==> src/rtl/mc_ctrl_unit_hs.sv <==
// rtl/mc_ctrl_unit_hs.sv - multi-cycle RV32 controller with IMem/DMem ready handshakes and wait timeout
// Optional performance counters enabled by defining CTRL_PERF_CNT_EN.
module mc_ctrl_unit_hs #(
  parameter int LANES    = 4,
  parameter int WAIT_MAX = 16,
  parameter int CNT_W    = 32
) (
  input  logic             clk,
  input  logic             rstn,
  input  logic             is_load,
  input  logic             is_store,
  input  logic             is_branch,
  input  logic             is_fence,
  input  logic             is_system,
  input  logic [LANES-1:0] decoder_dmem_we,
  input  logic             imem_ready,
  input  logic             dmem_ready,
  input  logic             resume,
  output logic             pc_we,
  output logic             imem_rd,
  output logic             ir_we,
  output logic             rf_we,
  output logic             dmem_rd,
  output logic [LANES-1:0] dmem_we,
  output logic             halted,
  output logic             bus_err,
`ifdef CTRL_PERF_CNT_EN
  output logic [CNT_W-1:0] instret,
  output logic [CNT_W-1:0] stall_cnt,
`endif
  output logic [2:0]       state_o
);

  localparam int CW = (WAIT_MAX < 1) ? 1 : $clog2(WAIT_MAX + 1);
  localparam logic [CW-1:0] WAIT_LIM = CW'(WAIT_MAX);

  typedef enum logic [2:0] {
    S_IF   = 3'd0,
    S_IDEX = 3'd1,
    S_MEM  = 3'd2,
    S_WB   = 3'd3,
    S_HALT = 3'd4,
    S_ERR  = 3'd5
  } state_t;

  state_t        state_q, state_d;
  logic [CW-1:0] cnt_q, cnt_d;
  logic          timeout;

  if (CNT_W < 1) begin : g_cnt_w_check
    $error("CNT_W must be at least 1");
  end

  always_ff @(posedge clk or negedge rstn) begin
    if (!rstn) begin
      state_q <= S_IF;
      cnt_q   <= '0;
    end else begin
      state_q <= state_d;
      cnt_q   <= cnt_d;
    end
  end

  // A ready in the timeout cycle still wins because it is tested first.
  assign timeout = (WAIT_MAX > 0) && (cnt_q == WAIT_LIM);

  always_comb begin
    state_d = state_q;
    cnt_d   = cnt_q;
    case (state_q)
      S_IF: begin
        if (imem_ready)   state_d = S_IDEX;
        else if (timeout) state_d = S_ERR;
        else              cnt_d   = cnt_q + CW'(1);
      end
      S_IDEX: begin
        if (is_system)                state_d = S_HALT;
        else if (is_load || is_store) state_d = S_MEM;
        else                          state_d = S_WB;
      end
      S_MEM: begin
        if (dmem_ready)   state_d = S_WB;
        else if (timeout) state_d = S_ERR;
        else              cnt_d   = cnt_q + CW'(1);
      end
      S_WB:    state_d = S_IF;
      S_HALT:  if (resume) state_d = S_WB;
      S_ERR:   state_d = S_ERR;
      default: state_d = S_IF;
    endcase
    if (state_d != state_q) cnt_d = '0;
  end

  always_comb begin
    pc_we   = 1'b0;
    imem_rd = 1'b0;
    ir_we   = 1'b0;
    rf_we   = 1'b0;
    dmem_rd = 1'b0;
    dmem_we = '0;
    halted  = 1'b0;
    bus_err = 1'b0;
    state_o = state_q;
    case (state_q)
      S_IF: begin
        imem_rd = 1'b1;
        ir_we   = imem_ready;
      end
      S_MEM: begin
        dmem_rd = is_load;
        dmem_we = is_store ? decoder_dmem_we : '0;
      end
      S_WB: begin
        pc_we = 1'b1;
        rf_we = !(is_store || is_branch || is_fence || is_system);
      end
      S_HALT:  halted  = 1'b1;
      S_ERR:   bus_err = 1'b1;
      default: ;
    endcase
    // Reset gates outputs immediately, dropping any in-flight DMem write.
    if (!rstn) begin
      pc_we   = 1'b0;
      imem_rd = 1'b0;
      ir_we   = 1'b0;
      rf_we   = 1'b0;
      dmem_rd = 1'b0;
      dmem_we = '0;
      halted  = 1'b0;
      bus_err = 1'b0;
      state_o = 3'd0;
    end
  end

`ifdef CTRL_PERF_CNT_EN
  logic [CNT_W-1:0] instret_q, instret_d;
  logic [CNT_W-1:0] stall_q, stall_d;

  always_ff @(posedge clk or negedge rstn) begin
    if (!rstn) begin
      instret_q <= '0;
      stall_q   <= '0;
    end else begin
      instret_q <= instret_d;
      stall_q   <= stall_d;
    end
  end

  always_comb begin
    instret_d = instret_q;
    stall_d   = stall_q;
    if (state_q == S_WB) instret_d = instret_q + CNT_W'(1);
    if ((state_q == S_IF && !imem_ready) || (state_q == S_MEM && !dmem_ready))
      stall_d = stall_q + CNT_W'(1);
  end

  assign instret   = instret_q;
  assign stall_cnt = stall_q;
`endif

endmodule

==> config.mk <==
export PLATFORM = sky130hd
export DESIGN_NAME = mc_ctrl_unit_hs
export DESIGN_NICKNAME = d
export VERILOG_FILES = /design/src/rtl/mc_ctrl_unit_hs.sv
export SDC_FILE = /design/constraint.sdc
export NUM_CORES = 1
export LEC_CHECK = 0
export ABC_AREA = 0
export CAP_MARGIN = 15
export CORE_MARGIN = 2
export CORE_UTILIZATION = 44
export CTS_CLUSTER_DIAMETER = 80
export CTS_CLUSTER_SIZE = 20
export DETAILED_ROUTE_END_ITERATION = 16
export PLACE_DENSITY = 0.83
export SLEW_MARGIN = 15
export SYNTH_ARGS = -nofsm -noshare
export SYNTH_HDL_FRONTEND = slang
export SYNTH_SLANG_ARGS = --single-unit
==> constraint.sdc <==
create_clock -name clk -period 3.76 [get_ports clk]
set_input_delay 0.752 -clock clk [delete_from_list [all_inputs] [get_ports clk]]
set_output_delay 0.752 -clock clk [all_outputs]
set_load 0.05 [all_outputs]
======== Word level (Yosys, flattened, before mapping) ========
Cells that the tools add are included.
storage, ports and cells
  logic and storage cells ................. 50
  bits in registers ....................... 8
  output and inout port bits .............. 14
operators by class
  add/subtract/negate cells ............... 1
  reduce and logical (&&, ||, !) cells .... 8
  mux-type cells .......................... 30
  eq/ne operators ......................... 9
operators with widths
  kind                                            number
  two-way mux 5 bit                               4
  two-way mux 3 bit                               6
  two-way mux 1 bit                               15
  one-hot mux 3 bit (5 select lines)              1
  two-way mux 4 bit                               3
  one-hot mux 5 bit (2 select lines)              1
  == test 3 x 2 -> 1 bit (second input constant)  2
  == test 3 bit (second input constant)           2
  != test 3 bit (second input constant)           2
  adder 5 x 1 -> 5 bit (second input constant)    1
  == test 5 bit (second input constant)           1
  logical OR 1 bit                                4
  == test 3 x 1 -> 1 bit (second input constant)  1
  logical NOT 3 bit                               1
  != test 3 bit                                   1
  AND reduction 3 bit                             1
  nonzero test 3 bit                              1
  logical NOT 1 bit                               1

======== Logic depth before layout (Yosys ltp) ========
  depth after elaboration ................. 7
  gate-level depth with buffers ........... 6

======== Worst setup path before layout ========
Ideal clock, no wire load.
  path kind ............................... input to output
  start point ............................. in rstn
  end point ............................... out ir_we
  slack ................................... 0.352 ns
  cell stages on the path ................. 3
  arrival time ............................ 2.656 ns
  path through ............................ and2b_1 nor3b_1 and2_1
between the ends
  cells in the longest elaborated chain, start to end .. 1
ends and longest elaborated chain
  item               RTL line  text
  start, declared    9         input logic rstn,
  two-way mux 1 bit  122       if (!rstn) begin
  end, declared      21        output logic ir_we,
No other way between the ends.

======== Final worst setup path ========
  start point ............................. in rstn
  end point ............................... out pc_we
between the ends
  cells in the longest elaborated chain, start to end .. 1
ends and longest elaborated chain
  item               RTL line  text
  two-way mux 1 bit  122
  end, declared      19        output logic pc_we,
No other way between the ends.

==> flow_summary.yaml <==
outcome:
  status: "complete, no violations"
clocking:
  tritoncts: "done"
  htreeDepth: 1
  path_clk_slew_ns: 0.05
  cts_hold_buf: 0
  cts_root_buf: "clkbuf_4"
  numCtsBuffers: 3
  post_cts_buffers: 0
  clock-sinks: 8
  ctsResizeCount: 0
  cts_max_path_buffers: 2
  insertion_delay_ns: 0.25
timing:
  hold_viol_final: 0
  holdWs_ns: 0.6290
  fin_crit_sh_pct: 85.28
  max_freq_ghz: 0.3119
  fin_crit_ns: 3.207
  skew_ns: 0.004383
  max_slew.worst_pin.slew_ns: 0.5028
  rsz0062_at_grt: "false"
  slew_violations: 0
  fin_tns_setup_ns: 0
  relSlewSlack_pct: 66.38
  setup_viol: 0
critical_path:
  slowest_delay_ns: 0.80
  worst-endpoint-required_ns: 3.01
  crit_path_frequent_cell: "clkdlybuf4s50_1"
  crit_path_start_kind: "input pin"
  cp_max_fo: 5
  path_class: "in2out"
  endpoint_kind: "output pin"
  cp_top_family: "buffers and inverters"
  cp.arrival_ns: 2.45
  crit_path_top_delay_cell: "clkdlybuf4s50_1"
  crit_chain: "clkdlybuf4s50_1 > and2b_1 > and3_1 > clkdlybuf4s50_1"
  path_buf_inv: 2
detailed_routing:
  ant_nets: 0
  drc_errors: 0
  vias: 643
  drtIter0Drc: 7
  viasPerCell: 5.449
  wl_per_cell_microns: 12.69
  dr.pass1.iters: 4
  finalWirelength_mm: 1.498
synth:
  ys.flop_type: "dfrtp_1"
  synth-seq-cells: 8
  async_flop_share_pct: 100.0
  syn_inst: 75
  synth_warnings: 0
  synth.yosys.seq_area_share_pct: 30.89
  syn_avg_cell_area_sq_um: 8.642
  synth-edff-count: 0
  syn_nets: 91
  syn_area_sq_um: 648.1
  ys_types: 31
grt:
  first_global_vias: 594
  grt_pass1_wl_mm: 2.587
  grt_start_max_net_pins: 14
  grt.overflow.total: 0
  antenna_found_initial: 0
  track_usage_pct: 18.89
placed_design:
  hpwl_mm: 1.219
  gp_congestion: 0.7776
  io_buffer_count: 27
  dp.cells: 115
power:
  powerDensity_nw_per_um2: 603.4
  p_leak_nw: 0.4124
  peakVddDrop_mv: 0.3819
hold_path:
  hp-class: "reg2reg"
die:
  dieWidth_microns: 42.38
  die_area_sq_um: 1796
  design.core.area_sq_um: 1334
  num_io_pins: 28
  rows: 13
  start_util_pct: 48.59
  die-height_microns: 42.38
final_layout:
  num_antenna_cells: 0
  mostFrequentLayoutCells: "clkdlybuf4s50_1, and2_1, dfrtp_1, buf_4, nor3_1"
  final_util_pct: 69.42
  post_route_cells_drive_above_1_share_pct: 14.56
  fillers: 113
  fin_nets: 121
  fin_cells: 118
  final_common_cell: "clkdlybuf4s50_1"
  area_growth_pct: 42.86
run:
  maxCapViolations: 0
-- logic make-up after synthesis --
logic type | synth area share (%)
flops | 30.89
simple gates | 35.33
buf+inv | 5.983
xor+xnor | 5.406
fa+ha+maj | 3.860
mux | 3.282
compound gates | 15.25
-- tightest hold or removal path: cells and delay by family, from the launching register on --
family,cells,cell delay (ns)
xor gates and xnor gates,1,0.08
DFF,1,0.37
and+or+nand+nor,1,0.12
-- metal layers --
metal  track usage (%)  wire length (microns)  up-vias
li1                  -                      -      324
met1             24.80                    700      292
met2             28.31                    662       27
met3             5.172                    136        0
met4             9.375                      0        0
met5                 0                      0        -
-- area by class of cell --
cell class              instances  area, sq um  area share (%)
well taps                      15        18.77           2.027
multi-input cells              60        409.1           44.19
flip-flops and latches          8        200.2           21.62
repair buffers                 28        260.3           28.11
inverters                       4        15.01           1.622
clock buffers                   3        22.52           2.432
-- Yosys cell counts (2+ instances only) --
cell      count  area share, %
nand2b_1      3            2.9
nand2_1       4            2.3
nor2_1        3            1.7
o22ai_1       2            1.9
a21oi_1       5            3.9
and2_1       10            9.7
and3_1        3            2.9
nand4_1       3            2.9
nor3_1        7            5.4
inv_1         4            2.3
ha_1          2            3.9
xor2_1        3            4.1
dfrtp_1       8             31
-- state kept, by name (all words and copies together), names as in the netlist --
| name | flops |
|---|---|
| state_q | 3 |
| cnt_q | 5 |
-- stage by stage --
step / power [mW] / setup WS [ns] / instance area [sq um]
global route: 0.6034 / 0.5122 / 925.9
CTS: 0.5617 / 0.5624 / 925.9
finish: 0.5586 / 0.5534 / 925.9
global placement: 0.4866 / 0.5848 / 903.4
detailed placement: 0.4972 / 0.5621 / 903.4
floorplan: 0.4210 / 0.3517 / 648.1
-- worst paths after layout --
check / cells after the start / start / to / slack (ns)
setup / recovery: 4 / rstn / pc_we / 0.55
hold / removal: 2 / cnt_q[4]$_DFFE_PN0P_ / cnt_q[4]$_DFFE_PN0P_ / 0.63
setup reg to reg: 6 / cnt_q[0]$_DFFE_PN0P_ / cnt_q[4]$_DFFE_PN0P_ / 2.31
hold reg to reg: 2 / cnt_q[4]$_DFFE_PN0P_ / cnt_q[4]$_DFFE_PN0P_ / 0.63
max in group asynchronous: 2 / rstn / cnt_q[4]$_DFFE_PN0P_ / 2.74
min in group asynchronous: 2 / rstn / cnt_q[2]$_DFFE_PN0P_ / 0.90
-- power by group --
| part | internal (mW) | switching [mW] |
|---|---|---|
| combinational | 0.139 | 0.196 |
| clock | 0.0363 | 0.0265 |
| sequential | 0.106 | 0.0548 |
No activity file was read; power rests on OpenSTA's default activity.
